### src/rtl/id_ex_stage.sv
// ID/EX pipeline register for the 5-stage MIPS core.
// Captures decoded operands and control from ID, detects load-use hazards
// against the instruction already in EX, inserts a single bubble per hazard,
// and gates the PC / IF-ID write enables. A saturating counter records how
// many load-use bubbles have been inserted.
module id_ex_stage #(
  parameter int DATA_W = 32,
  parameter int CNT_W  = 16
) (
  input  logic              clk,
  input  logic              rst,
  input  logic              ext_stall,
  input  logic              flush,
  input  logic [4:0]        IF_ID_rs,
  input  logic [4:0]        IF_ID_rt,
  input  logic [4:0]        IF_ID_rd,
  input  logic              IF_ID_uses_rt,
  input  logic              ID_RegDst,
  input  logic              ID_RegWrite,
  input  logic              ID_MemRead,
  input  logic              ID_MemWrite,
  input  logic              ID_MemToReg,
  input  logic              ID_ALUSrc,
  input  logic [3:0]        ID_ALUOp,
  input  logic [DATA_W-1:0] ID_rs_data,
  input  logic [DATA_W-1:0] ID_rt_data,
  input  logic [DATA_W-1:0] ID_imm,
  output logic [4:0]        ID_EX_rs,
  output logic [4:0]        ID_EX_rt,
  output logic [4:0]        ID_EX_rd,
  output logic              ID_EX_RegWrite,
  output logic              ID_EX_MemRead,
  output logic              ID_EX_MemWrite,
  output logic              ID_EX_MemToReg,
  output logic              ID_EX_ALUSrc,
  output logic [3:0]        ID_EX_ALUOp,
  output logic [DATA_W-1:0] ID_EX_rs_data,
  output logic [DATA_W-1:0] ID_EX_rt_data,
  output logic [DATA_W-1:0] ID_EX_imm,
  output logic              ID_EX_valid,
  output logic              PC_Write,
  output logic              IF_ID_Write,
  output logic [CNT_W-1:0]  stall_count
);

  localparam logic [CNT_W-1:0] CNT_MAX = {CNT_W{1'b1}};
  localparam logic [CNT_W-1:0] CNT_ONE = {{(CNT_W-1){1'b0}}, 1'b1};

  logic hazard;

  // Load in EX whose destination feeds a source of the instruction in ID.
  // A load into $0 never stalls: $0 always reads as zero.
  assign hazard = ID_EX_valid && ID_EX_MemRead && (ID_EX_rt != 5'd0) &&
                  ((ID_EX_rt == IF_ID_rs) ||
                   (IF_ID_uses_rt && (ID_EX_rt == IF_ID_rt)));

  assign PC_Write    = ~(hazard | ext_stall);
  assign IF_ID_Write = ~(hazard | ext_stall);

  // Pipeline register: freeze on ext_stall, bubble on flush/hazard, else capture.
  always_ff @(posedge clk or posedge rst) begin
    // NOTE: clocked state uses non-blocking assignments so every flop samples
    // pre-edge values; blocking here would create order-dependent races.
    if (rst) begin
      ID_EX_rs       <= '0;
      ID_EX_rt       <= '0;
      ID_EX_rd       <= '0;
      ID_EX_RegWrite <= 1'b0;
      ID_EX_MemRead  <= 1'b0;
      ID_EX_MemWrite <= 1'b0;
      ID_EX_MemToReg <= 1'b0;
      ID_EX_ALUSrc   <= 1'b0;
      ID_EX_ALUOp    <= '0;
      ID_EX_rs_data  <= '0;
      ID_EX_rt_data  <= '0;
      ID_EX_imm      <= '0;
      ID_EX_valid    <= 1'b0;
      stall_count    <= '0;
    end else if (ext_stall) begin
      // NOTE: leaving every register unassigned in a clocked branch just holds
      // the flops (a clock enable); it does not infer a latch.
    end else if (flush || hazard) begin
      // Bubble: control, register ids and valid cleared so forwarding can
      // never match it. Data fields are zeroed as well for a clean trace.
      ID_EX_rs       <= '0;
      ID_EX_rt       <= '0;
      ID_EX_rd       <= '0;
      ID_EX_RegWrite <= 1'b0;
      ID_EX_MemRead  <= 1'b0;
      ID_EX_MemWrite <= 1'b0;
      ID_EX_MemToReg <= 1'b0;
      ID_EX_ALUSrc   <= 1'b0;
      ID_EX_ALUOp    <= '0;
      ID_EX_rs_data  <= '0;
      ID_EX_rt_data  <= '0;
      ID_EX_imm      <= '0;
      ID_EX_valid    <= 1'b0;
      // Only genuine load-use bubbles are counted; flush takes priority.
      if (!flush && (stall_count != CNT_MAX)) begin
        stall_count <= stall_count + CNT_ONE;
      end
    end else begin
      ID_EX_rs       <= IF_ID_rs;
      ID_EX_rt       <= IF_ID_rt;
      ID_EX_rd       <= ID_RegDst ? IF_ID_rd : IF_ID_rt;
      ID_EX_RegWrite <= ID_RegWrite;
      ID_EX_MemRead  <= ID_MemRead;
      ID_EX_MemWrite <= ID_MemWrite;
      ID_EX_MemToReg <= ID_MemToReg;
      ID_EX_ALUSrc   <= ID_ALUSrc;
      ID_EX_ALUOp    <= ID_ALUOp;
      ID_EX_rs_data  <= ID_rs_data;
      ID_EX_rt_data  <= ID_rt_data;
      ID_EX_imm      <= ID_imm;
      ID_EX_valid    <= 1'b1;
    end
  end

endmodule

### config.mk
export PLATFORM = sky130hd
export DESIGN_NAME = id_ex_stage
export DESIGN_NICKNAME = d
export VERILOG_FILES = /design/src/rtl/id_ex_stage.sv
export SDC_FILE = /design/constraint.sdc
export NUM_CORES = 1
export LEC_CHECK = 0
export ABC_AREA = 1
export CELL_PAD_IN_SITES_DETAIL_PLACEMENT = 1
export CELL_PAD_IN_SITES_GLOBAL_PLACEMENT = 1
export CORE_UTILIZATION = 30
export DETAILED_ROUTE_END_ITERATION = 6
export PLACE_DENSITY_LB_ADDON = 0.1
export SYNTH_ARGS = -nofsm -noshare
export SYNTH_HDL_FRONTEND = slang
export SYNTH_SLANG_ARGS = --single-unit
### constraint.sdc
create_clock -name clk -period 5.4 [get_ports clk]
set_input_delay 1.08 -clock clk [delete_from_list [all_inputs] [get_ports clk]]
set_output_delay 1.08 -clock clk [all_outputs]
set_load 0.1 [all_outputs]
== After elaboration in Yosys (flattened, before gate mapping) ==
Index checks and enable logic that the tools add are counted.

* Bits in registers: 137
* Input port bits: 126
* Output and inout bits: 139
* Logic and storage cells: 45

* Add/subtract/negate cells: 1
* Equality and inequality tests: 3
* Mux-type cells: 14
* Bitwise gates (word level): 3
* Reductions and logical operators: 10

{| class="wikitable"
|+ Operator list
! operator !! count
|-
| two-way mux 32 bit || 3
|-
| two-way mux 5 bit || 4
|-
| adder 16 x 1 -> 16 bit, second input constant || 1
|-
| inequality test 16 bit, second input constant || 1
|-
| == test 5 bit || 2
|-
| two-way mux 1 bit || 6
|-
| logical AND 1 bit || 5
|-
| nonzero test 5 bit || 1
|-
| two-way mux 4 bit || 1
|-
| AND reduction 3 bit || 1
|-
| logical OR 1 bit || 2
|-
| inverter 1 bit || 2
|-
| zero test 1 bit || 1
|-
| bitwise OR 1 bit || 1
|}

== Longest topological paths before layout ==
* Word-level depth: 6
* Depth in mapped cells: 11
* Gate-level depth less buffers: 10

== Least setup slack after synthesis ==
No wires, ideal clock.

* Path kind: input to output
* From: input port IF_ID_rt[1]
* To: output port PC_Write
* Arrival time: 3.512 ns
* Required time: 4.320 ns
* Setup slack: 0.808 ns
* Stages on the path: 8
* Path buffers: 1
* Cells stage by stage: inv_1 -> nand2_1 -> nand2_1 -> nor2_1 -> nand3_1 -> nand2_2 -> a21oi_1 -> buf_4

* Longest elaborated chain between the ends: 6

{| class="wikitable"
|+ Ends and longest elaborated chain
! item !! RTL line !! RTL
|-
| start: declaration || 15 || <nowiki>input logic [4:0] IF_ID_rt,</nowiki>
|-
| == test 5 bit || 55 || <nowiki>(IF_ID_uses_rt && (ID_EX_rt == IF_ID_rt)));</nowiki>
|-
| logical AND 1 bit || 55 ||
|-
| logical OR 1 bit || 54 || <nowiki>((ID_EX_rt == IF_ID_rs) ||</nowiki>
|-
| logical AND 1 bit || 53 || <nowiki>assign hazard = ID_EX_valid && ID_EX_MemRead && (ID_EX_rt != 5'd0) &&</nowiki>
|-
| bitwise OR 1 bit || -- ||
|-
| inverter 1 bit || -- ||
|-
| end: declaration || 41 || <nowiki>output logic PC_Write,</nowiki>
|}

No other way between the ends.

== Worst setup path in the final report ==
* From: input port IF_ID_rt[1]
* To: output port PC_Write

* Longest elaborated chain between the ends: 6

{| class="wikitable"
|+ Ends and longest elaborated chain
! item !! RTL line !! RTL
|-
| == test 5 bit || 55 ||
|-
| logical AND 1 bit || 55 ||
|-
| logical OR 1 bit || 54 ||
|-
| logical AND 1 bit || 53 ||
|-
| bitwise OR 1 bit || 57 || <nowiki>assign PC_Write = ~(hazard | ext_stall);</nowiki>
|-
| inverter 1 bit || 57 ||
|}

No other way between the ends.

==> results.md <==
* Avg Inst Size Synth at about 8.4 sq um
* GR Util met3 at slightly below 8%
* Clk slew on worst S/H paths at roughly 0.060 ns
* Cell Rows at 51
* Synth Register Bits at 137
* Nets at around 1,100
* # diodes at 0
* Simple-Gate Fraction of Synth Area at around 33%
* Final WL at slightly below 20,000 um
* Worst EP required at 4.32 ns
* TritonCTS Buffers at 17
* Antenna violations before repair at 0
* Min Tclk post-route at 3.63 ns
* Hold buffers post-CTS at 0
* Die span in x at 143 um
* GR Util met1 at 24.8%
* Post-DR vias/cell at around 4.5
* Post-DP Area at roughly 8700 sq um
* Hold WC Path Type: register to register
* GR Util met2 at between 30% and 40%
* TritonCTS clock tree: yes
* Vias in the first global route at 5,538
* Nature of the critical path startpoint: primary input
* Combinational family with the most area after synthesis: simple AND/OR/NAND/NOR gates
* Final slew viol count at 0
* Max-cap viol count at 0
* Cell leakage power at roughly 4.5 nW
* Fin crit share at about two thirds
* CTS Buffer Depth at 2
* Clock root buffer: clkbuf_16
* Initial DRC count at about 220
* Worst hold margin at between 0.4 and 0.5 ns
* Routability-driven placement congestion ratio at between 0.8 and 0.9
* Busiest layer in global routing: met2
* Die area at between 20,000 and 25,000 sq um
* IO Pins at between 200 and 300
* Die height at ~140 um
* First-pass GRT wire length at just over 30,000 um
* Antenna viol nets, final at 0
* Area delta synth->final at 57.4%
* Num Clock Sinks at about 140
* Unrepaired setup endpoints after global routing: no
* # Post-CTS Setup Buffers at 0
* VDD IR max at between 0.2 and 0.25 mV
* Seq/Total Area, Yosys at between 50 and 60%
* Worst-Skew Late Latency at roughly 0.42 ns
* R2R Setup Slk at ~3.0 ns
* DP HPWL at approximately 13,000 um
* Crit path DAT at 2.55 ns
* Fin Setup TNS at 0 ns
* CP Max Fanout at 5
* Synth Area in Adders at less than 1%
* Initial Util at a little under a third
* Total power at 3.29 mW
* CTS resizes at 0
* H-tree Lvls at 4
* Status: complete, no violations
* Yosys warnings at 0
* XOR/XNOR Fraction of Synth Area at under 10%
* Hold Fails Final Rpt at 0
* Core area at 19,400 sq um
* FMAX at 275 MHz
* Largest net degree at the start of global routing at between 90 and 100
* Slew HR at between 20 and 30%
* Worst clock skew at approximately 0.0095 ns
* Post-layout util at roughly half
* Mux share of post-synthesis cell area at 0%
* Non-Filler Cell Area, Final at a little over 9000 sq um
* Share of cells above drive strength 1 at under 10%
* Cell variety after synth at 24
* Worst setup path category: primary input to output port
* IO Port Bufs at roughly 260
* Post-synthesis compound-gate area fraction at ~2.0%
* WL/cell at 16.1 um
* Pwr/cell area at approximately 350 nW/um^2
* GRT overflow at 0
* Final setup fails at 0
* DRC errors left at 0
* Syn Nets at around 840
* Mapped Cells at roughly 710
* Mapped Area at 5930 sq um
* First drt pass iteration count at 6
* Critical Path Sink Type: output port
* Worst Tran Pin Value at roughly 1.1 ns
* Vias at about 5,600
* All-Layer GR Usage at a little under 20%
==> path summary, 6_finish.rpt <==
kind	cells past startpoint	start	end
worst max-delay path	9	IF_ID_rt[1]	PC_Write
worst min-delay path	2	ID_EX_imm[31]	ID_EX_imm[31]
worst max register to register	10	ID_EX_rt[3]	ID_EX_rt_data[31]
worst min register to register	2	ID_EX_imm[31]	ID_EX_imm[31]
max in group asynchronous	3	rst	ID_EX_imm[1]
min in group asynchronous	2	rst	ID_EX_rt_data[9]
==> layout by cell type (no fill, tap or decap), types with 5 or more instances in the layout <==
cell type | Yosys | final
clkdlybuf4s50_1 | 0 | 261
inv_2 | 5 | 5
nand2_1 | 314 | 314
o22ai_1 | 5 | 5
xor2_1 | 5 | 5
xnor2_1 | 7 | 7
buf_4 | 1 | 8
dfrtp_1 | 137 | 137
nand3_1 | 113 | 113
a21oi_1 | 6 | 6
clkbuf_16 | 0 | 17
inv_1 | 25 | 24
nand4_1 | 6 | 6
o21ai_0 | 9 | 9
nor2_1 | 23 | 22
==> kinds of logic (layout without fill, tap and decap cells) <==
logic type                 after synthesis  after routing
DFF                                    137            137
xor gates and xnor gates                12             12
buffers and inverters                   71            331
and+or+nand+nor                        464            464
AOI/OAI and AO/OA                       23             23
adders and majority gates                1              1
==> metrics by stage <==
step	worst slack [ns]	instances
final	1.77	1233
after floorplan	0.652	708
after global routing	1.70	1233
after detailed placement	1.75	1201
after CTS	1.75	1233
after global placement	1.80	1201
==> per-layer routing <==
layer,vias up,routed length [um]
met1,2691,8650
met2,165,9130
met4,0,232
met3,17,1810
li1,2737,-
met5,-,0
==> registers in the layout, indices dropped and copies added, names as in the netlist <==
name,count
ID_EX_rt,5
ID_EX_MemWrite,1
stall_count,16
ID_EX_rs_data,32
ID_EX_rd,5
ID_EX_RegWrite,1
ID_EX_ALUSrc,1
ID_EX_rs,5
ID_EX_ALUOp,4
ID_EX_MemRead,1
ID_EX_imm,32
ID_EX_rt_data,32
ID_EX_MemToReg,1
ID_EX_valid,1
==> where the power goes <==
group	switching (mW)	leakage (nW)	internal (mW)
combinational	0.704	2.45	0.240
sequential	0.0421	1.80	1.10
clock	0.456	0.289	0.751
==> final cells by class <==
cell class	instances	area, sq um
Clock inverter	11	145
Tap cell	265	332
Clock buffer	21	460
Sequential cell	137	3430
Multi-Input combinational cell	500	2180
Timing Repair Buffer	269	2670
Inverter	30	118
Fill cell	2319	10100
==> synthesized netlist by cell type (all sizes together) <==
cell    count  area [sq um]
a21oi       6          30.0
nand4       7          50.1
nand2     317          1200
o21ai      12          60.1
inv        30           113
o22ai       5          31.3
ha          1          12.5
xor2        5          43.8
dfrtp     137          3430
nand3     114           576
xnor2       7          61.3
nor2       26           110
buf        29           175
clkbuf     12          45.0
==> worst max-delay path, cell delays in order <==
cell and delay [ns]:
clkdlybuf4s50_1 0.42, inv_1 0.11, nand2_1 0.06, nand2_1 0.06
nor2_1 0.05, nand3_1 0.09, nand2_2 0.13, a21oi_1 0.22
buf_4 0.33
(Power assumes the default switching activity.)
